<file path="src/rtl/ecc_lockstep_checker.sv">
// Lockstep SECDED decode checker: two identical decoders see the same word, their
// flags/correction masks are compared, mismatches fall back to raw data and are counted.

module ecc_secded_dec #(
    parameter int DATA_WIDTH   = 160,
    parameter int PARITY_WIDTH = 9
) (
    input  logic                    bypass,
    input  logic [DATA_WIDTH-1:0]   data_in,
    input  logic [PARITY_WIDTH-1:0] parity_in,
    output logic [DATA_WIDTH-1:0]   mask,
    output logic                    sbit_err,
    output logic                    dbit_err
);
    localparam int SYN_W = PARITY_WIDTH - 1;

    // Hamming position of data bit idx: the idx-th non-power-of-two position from 3 up.
    function automatic int data_pos(input int idx);
        int n;
        int pos;
        n   = 0;
        pos = 0;
        for (int p = 3; p < (1 << SYN_W); p++) begin
            if ((p & (p - 1)) != 0) begin
                if (n == idx) pos = p;
                n++;
            end
        end
        return pos;
    endfunction

    logic [SYN_W-1:0] contrib [DATA_WIDTH];
    logic [SYN_W-1:0] syndrome;
    logic             overall;

    for (genvar g = 0; g < DATA_WIDTH; g++) begin : g_bit
        localparam int P = data_pos(g);
        assign contrib[g] = data_in[g] ? SYN_W'(P) : '0;
        assign mask[g]    = ~bypass & sbit_err & (syndrome == SYN_W'(P));
    end

    always_comb begin
        syndrome = parity_in[SYN_W-1:0];
        for (int i = 0; i < DATA_WIDTH; i++) begin
            syndrome = syndrome ^ contrib[i];
        end
        overall  = (^data_in) ^ (^parity_in);
        // Odd overall parity means one flipped bit; even parity with a syndrome means two.
        sbit_err = overall;
        dbit_err = ~overall & (|syndrome);
    end
endmodule


</file>
<file path="config.mk">
export PLATFORM = sky130hd
export DESIGN_NAME = ecc_secded_dec
export DESIGN_NICKNAME = d
export VERILOG_FILES = /design/src/rtl/ecc_lockstep_checker.sv
export SDC_FILE = /design/constraint.sdc
export NUM_CORES = 1
export LEC_CHECK = 0
export CAP_MARGIN = 20
export CELL_PAD_IN_SITES_DETAIL_PLACEMENT = 0
export CELL_PAD_IN_SITES_GLOBAL_PLACEMENT = 2
export CORE_MARGIN = 3
export CORE_UTILIZATION = 21
export DETAILED_ROUTE_END_ITERATION = 16
export PLACE_DENSITY = 0.93
export SYNTH_ARGS = -nofsm -noshare
export SYNTH_HDL_FRONTEND = slang
export SYNTH_SLANG_ARGS = --single-unit
</file>
<file path="constraint.sdc">
create_clock -name vclk -period 7.37
set_input_delay 1.1055 -clock vclk [all_inputs]
set_output_delay 1.1055 -clock vclk [all_outputs]
set_load 0.005 [all_outputs]
</file>
==> results of run 1 <==
-- area by class of cell --
type / instances / area, um^2
multi-input cells: 494 / 4610
well taps: 280 / 350
fillers: 2272 / 13800
inverters: 1 / 3.75
repair buffers: 348 / 3470
-- per-layer routing --
metal	up-vias	GRT usage (%)	share of wire, %
met5	-	0	0.030
met4	2	1.64	1.1
met3	15	3.12	7.0
met2	209	31.8	50
met1	2447	22.3	42
li1	2562	-	-
-- final timing paths --
kind	startpoint	to	depth (start not counted)
worst max-delay path	data_in[117]	mask[147]	10
worst min-delay path	bypass	mask[36]	5
-- per-stage QoR --
| stage | area, um^2 | setup slack (ps) | std cells | util (%) |
|---|---|---|---|---|
| 4_1_cts | 8430 | 652 | 1123 | 37.9 |
| 5_1_grt | 8430 | 510 | 1123 | 37.9 |
| 6_report | 8430 | 679 | 1123 | 37.9 |
| 2_1_floorplan | 4850 | 2250 | 557 | - |
| 3_5_place_dp | 8430 | 689 | 1123 | 37.9 |
| 3_3_place_gp | 8430 | 721 | 1123 | 37.9 |
-- synthesized netlist by cell type, types with 4 or more instances --
cell type  count  share of area [%]
nor4_2        10                2.6
xor2_1        40                7.2
or4b_1         6                1.2
nand4b_1       6                1.1
nor4_1       101                 13
xor3_1         4                2.0
xnor2_1      210                 38
buf_2         21                2.2
nor3_1        47                4.8
xnor3_1       38                 18
buf_1          4               0.31
clkbuf_1      36                2.8
-- logic make-up (layout without fill, tap and decap cells) --
kind of cell | after synthesis | after routing
buf+inv | 63 | 349
simple gates | 191 | 191
mux | 2 | 2
compound gates | 2 | 2
xor+xnor | 299 | 299
==> run summary, run 1 <==
Commonest non-fill, non-tap cell in the layout: clkdlybuf4s50_1
Gr usage total: 17.4%
RSZ-0062 raised after global routing: no
Netlist cell types: 29
Critical Path AT: 5590 ps
Slowest stage delay, CP: 860 ps
Initial DRC Count: 277
Hold Crit Class: primary input to output port
Netlist Area Pre-Place: 4850 um^2
Post-Synth Adder-Cell Area: 0%
Max Freq: 149 MHz
Area Growth Syn to Fin: 73.9%
Outcome: completed
Final setup violation count: 0
GP Congestion: 0.825
Chip width: 158 um
DRC: 0
Layout cells sized above 1: 4.98%
Vias in the first global route: 5286
Critical path launch point type: primary input
Yosys warns: 0
Vias per Instance: 4.66
Fin crit share: 90.8%
Final hold violation count: 0
HPWL after DPL: 19100 um
Type of the worst setup path: primary input to output port
Synth Area in Simple Gates: 26.2%
Slew Limit Fails: 0
Number of cell rows: 54
Chip Height: 158 um
Required @ worst endpoint: 6260 ps
Post-synthesis mux area share: 0.413%
Largest family of logic cells by synthesized area: XOR/XNOR gates
Die area: 25000 um^2
Max cap viols: 0
Buf/Inv on CP: 2
Max Fanout on Critical Path: 10
Postcts setup bufs: 0
Ports: 332
Tmin final: 6690 ps
Initial Util: 21.8%
DRT Pass-1 Iters: 4
Via count: 5235
Synth Area in Compound Gates: 0.335%
Syn_area_per_cell: 8.71 um^2
# port buffers: 332
Cts hold-fix bufs: 0
First-pass GRT wire length: 33300 um
Hold_ws: 3560 ps
Post-Route Setup TNS: 0 ps
Reg area: 0 um^2
Core box area: 22200 um^2
Antenna violations before repair: 1
Total Nets Final: 1015
CTS resizes: 0
Slew margin rel.: 30.8%
Post-Synth XOR/XNOR Area: 67.6%
Setup crit end kind: output port
# diodes: 0
Syn nets: 727
Final ANT Viol Nets: 0
Cell count after synthesis: 557
Tightest Pin Transition: 1040 ps
CP max stage cell: or4b_1
Clk_buf instances: 0
Sequential area share after synthesis: 0%
Commonest cells after routing, fill and taps aside: clkdlybuf4s50_1 (332), xnor2_1 (210), nor4_1 (101)
Routed length per instance: 21.0 um
Total global routing overflow: 0
Total wire length: 23600 um
Delay-heaviest family, CP: XOR/XNOR gates
Worst-path cell chain: clkdlybuf4s50_1, xnor2_1, xnor2_1, xnor3_1, xnor3_2, xnor3_2, xnor2_2, or4b_1, nor4_2, clkdlybuf4s50_1
Pin count of the biggest net entering global routing: 75
Seq_cells: 0
Power of run 1 is left out: the tool's default activity adds up to more than one toggle a clock period on the data nets, which glitch-free logic cannot reach.
==> run 2, diff against run 1 <==
- SLEW_MARGIN: unset -> 25
==> results of run 2 <==
No change in the layout: final DEF, timing and power equal those of run 1.
Power of run 2 is left out for the same reason.
==> run 3, diff against run 2 <==
- CORE_ASPECT_RATIO: unset -> 1.25
- REMOVE_ABC_BUFFERS: unset -> 1
==> run 3 against run 2 <==
Net effect:
- count of clock-buffer cells in the layout did not move
- sequential cell count stayed put
- critical path type unchanged
- setup slack better by 7.1 ps
- die area about the same
- via count rose by 0.36%
==> run summary, run 3 (same netlist as run 1, synthesis figures left out) <==
Hold Path Stages: 4 (-1)
Cts hold-fix bufs: 0 (unchanged)
Final ANT Viol Nets: 0 (unchanged)
Initial Util: 21.5% (-0.28 points)
Design area: 8420 um^2 (-0.22%)
# diodes: 0 (unchanged)
Via count: 5254 (+0.36%)
Die area: 25000 um^2 (about the same)
Tmin final: 6680 ps (-7.08 ps)
Postcts setup bufs: 0 (unchanged)
Total wire length: 23000 um (-2.4%)
Layout cells sized above 1: 4.65% (-0.33 points)
Slew margin rel.: 45.5% (+15 points)
Placed Cells: 1121 (-0.18%)
Ports: 332 (unchanged)
Tightest Pin Transition: 814 ps (-224 ps)
Core box area: 22500 um^2 (+1.3%)
Pin count of the biggest net entering global routing: 65 (-13%)
RSZ-0062 raised after global routing: no
Max cap viols: 0 (unchanged)
Setup crit end kind: output port
Placed cell area: 8420 um^2 (-0.22%)
Total global routing overflow: 0 (unchanged)
# port buffers: 332 (unchanged)
Total Nets Final: 1010 (-0.49%)
Worst setup margin: 686 ps (+7.08 ps)
Initial DRC Count: 141 (-49%)
CTS resizes: 0 (unchanged)
Non-filler instance count after layout: 1121 (-0.18%)
Max Fanout on Critical Path: 11 (+1)
Critical path launch point type: primary input
Chip Height: 176 um (+11%)
Routed length per instance: 20.5 um (-2.3%)
Finished Core Util: 37.4% (-0.57 points)
HPWL after DPL: 18800 um (-1.6%)
Chip width: 142 um (-10%)
Required @ worst endpoint: 6260 ps (about the same)
Area Growth Syn to Fin: 73.5%
Gr usage total: 17.3% (-0.19 points)
Type of the worst setup path: primary input to output port
Final hold violation count: 0 (unchanged)
Hold Crit Class: primary input to output port
Outcome: completed
Hold Crit Endpoint: mask[136]
HP Start: bypass
Slew Limit Fails: 0 (unchanged)
Vias per Instance: 4.69 (+0.54%)
Critical Path AT: 5580 ps (about the same)
GP Congestion: 0.868 (+5.2%)
First-pass GRT wire length: 33900 um (+1.7%)
DRC: 0 (unchanged)
Max Freq: 150 MHz (+0.11%)
Fin crit share: 90.7% (-0.096 points)
Vias in the first global route: 5767 (+9.1%)
Commonest non-fill, non-tap cell in the layout: clkdlybuf4s50_1
Seq_cells: 0 (unchanged)
Number of cell rows: 61 (+13%)
Final setup violation count: 0 (unchanged)
DRT Pass-1 Iters: 4 (unchanged)
Fill cells: 2296 (+1.1%)
Dpl ws: 649 ps (-39.5 ps)
Antenna violations before repair: 1 (unchanged)
Commonest cells after routing, fill and taps aside: clkdlybuf4s50_1 (332), xnor2_1 (209), nor4_1 (101)
Clk_buf instances: 0 (unchanged)
Reg area: 0 um^2 (unchanged)
run 3: worst max-delay path, stage by stage:
cell and delay (ps):
clkdlybuf4s50_1 510, xor2_1 220, xnor2_1 360, xnor3_1 530
xnor3_2 430, xnor3_2 440, xnor2_2 400, nand4b_1 530
nor4_1 480, clkdlybuf4s50_1 580
run 3: how the worst max path moves through the flow:
stage                            start   endpoint  slack (ps)  cells past startpoint
after floorplan           data_in[143]    mask[0]       -1710                      8
after global placement    data_in[119]   mask[19]         660                     10
after detailed placement  data_in[119]   mask[19]         650                     10
after CTS                 data_in[119]   mask[19]         650                     10
after global routing      data_in[119]   mask[71]         480                     10
final                     data_in[119]  mask[141]         690                     10
run 3: routing by layer:
layer | GRT usage (%) | vias to the layer above | wire [um]
li1 | - | 2553 | -
met1 | 20.2 | 2409 | 9030
met2 | 32.5 | 278 | 11700
met3 | 4.30 | 12 | 2030
met4 | 1.76 | 2 | 267
met5 | 0 | - | 13
run 3: final cells by class:
cell class	instances	area (um^2)	share of cell area, %
Timing Repair Buffer	343	3430	40.8
Multi-Input combinational cell	494	4630	55.0
Tap cell	283	354	4.21
Inverter	1	3.75	0.0446
run 3: stage by stage:
stage	hold WS, ps	TNS, ps
floorplan	2860	-203220
global placement	3680	0
detailed placement	3690	0
CTS	3700	0
global route	3770	0
finish	3690	0
Power of run 3 is left out for the same reason.
==> patch (config.mk and constraints of run 2) <==
The parameter `DATA_WIDTH` goes from 160 to 164.
--- a/src/rtl/ecc_lockstep_checker.sv
+++ b/src/rtl/ecc_lockstep_checker.sv
@@ -4,3 +4,3 @@
 module ecc_secded_dec #(
-    parameter int DATA_WIDTH   = 160,
+    parameter int DATA_WIDTH   = 164,
     parameter int PARITY_WIDTH = 9
Ports: changed (resized data_in and mask); port bits go from 332 to 340. No check against the original RTL was run, so the function may have changed too.
==> patch against run 2 <==
- highest routed layer is now met4
- synthesized area shrank 2.8%
- design area shrank 1.4%
- utilization shrank 0.069 points
- worst setup slack lost 0.22 ns
- maximum frequency shrank 3.1%
- sequential share of layout area is the same
- wire length shrank 6.8%
Power is left out: the tool's default activity adds up to more than one toggle a clock period on the data nets, which glitch-free logic cannot reach.
==> patch: results <==
set metrics [dict create \
    ys_top_cells_by_count "xnor2_1, nor3_1, xnor3_1, xor2_1, clkbuf_1" \
    grt_pass1_wl_um 32000 \
    place_hpwl_um 18200 \
    tightest_slew_ns 1.03 \
    place_inst 1130 \
    post_cts_buffers 0 \
    ys_types 25 \
    synth_xor_xnor_area_share_pct 72.5 \
    min_path_cells 4 \
    wirelength_um 22000 \
    grt_pass1_vias 5382 \
    drtIter0Drc 173 \
    grt_max_degree 48 \
    yosys-top-cells-area "xnor2_1, xnor3_1, nor3_1" \
    synth_adder_area_share_pct 0 \
    nets 1026 \
    drv_slew 0 \
    seq_cell_count 0 \
    viasPerCell 4.53 \
    diodes 0 \
    syn_inst 552 \
    gp_congestion 0.822 \
    wl_per_cell_um 19.5 \
    yosys_warnings 0 \
    drt_first_pass_iters 4 \
    synth_compound_area_share_pct 0.186 \
    grt.total_usage_pct 16.9 \
    postCtsResizedCells 0 \
    synth_nets 726 \
    antenna_found_initial 0 \
    io_buffers 340 \
    synth.area.mux_share_pct 0 \
    nClkBuffers 0 \
    ys_seq_area_share_pct 0 \
    holdCritPathClass "input port to output port" \
    nFillCells 2248 \
    status "finished clean" \
    critPathMaxFanout 12 \
    drive_gt1_share_pct 2.82 \
    critPathArrivalTime_ns 5.80 \
]
## patch: cell types whose count changed after synthesis, moves of 4 or more
| cell | before | now |
|---|---|---|
| buf_2 | 21 | 5 |
| buf_6 | 0 | 4 |
| nand2_1 | 2 | 9 |
| nand3_1 | 0 | 5 |
| nand4b_1 | 6 | 0 |
| nor3_1 | 47 | 127 |
| nor4_1 | 101 | 31 |
| nor4_2 | 10 | 5 |
| or4b_1 | 6 | 2 |
| xnor2_1 | 210 | 205 |
| xnor3_1 | 38 | 47 |
| xor2_1 | 40 | 45 |
## patch: logic make-up after synthesis
| group | after synthesis |
|---|---|
| and+or+nand+nor | 192 |
| AOI/OAI and AO/OA | 1 |
| xor gates and xnor gates | 305 |
| buffers and inverters | 54 |
## patch: per-stage QoR
step,instance area (µm²),setup WS [ns]
finish,8320,0.462
global route,8320,0.150
CTS,8320,0.212
detailed placement,8320,0.241
global placement,8320,0.298
floorplan,4710,2.18
## patch: area by class of cell
class	instances	area [µm²]	share of cell area, %
inverter	2	7.51	0.0903
timing repair buffer	350	3480	41.8
tap	280	350	4.21
multi-input combinational	498	4480	53.9
## patch: path summary, 6_finish.rpt
path / startpoint / endpoint / slack [ns]
worst max-delay path: data_in[162] / mask[44] / 0.46
worst min-delay path: bypass / mask[61] / 3.64
## patch: worst max-delay path: stages
cell	delay, ns
clkdlybuf4s50_1	0.45
xnor2_1	0.55
xnor3_1	0.44
xnor2_1	0.40
xnor3_1	0.54
xnor2_1	0.45
nor2b_1	0.31
nand3_1	0.52
nor3_1	0.44
clkdlybuf4s50_1	0.57
## patch: metal layers
layer / up-vias / routed length (µm) / track usage, %
li1: 2489 / - / -
met1: 2354 / 8930 / 20.7
met2: 262 / 10900 / 31.4
met3: 16 / 1880 / 3.61
met4: 0 / 278 / 1.72
met5: - / 0 / 0
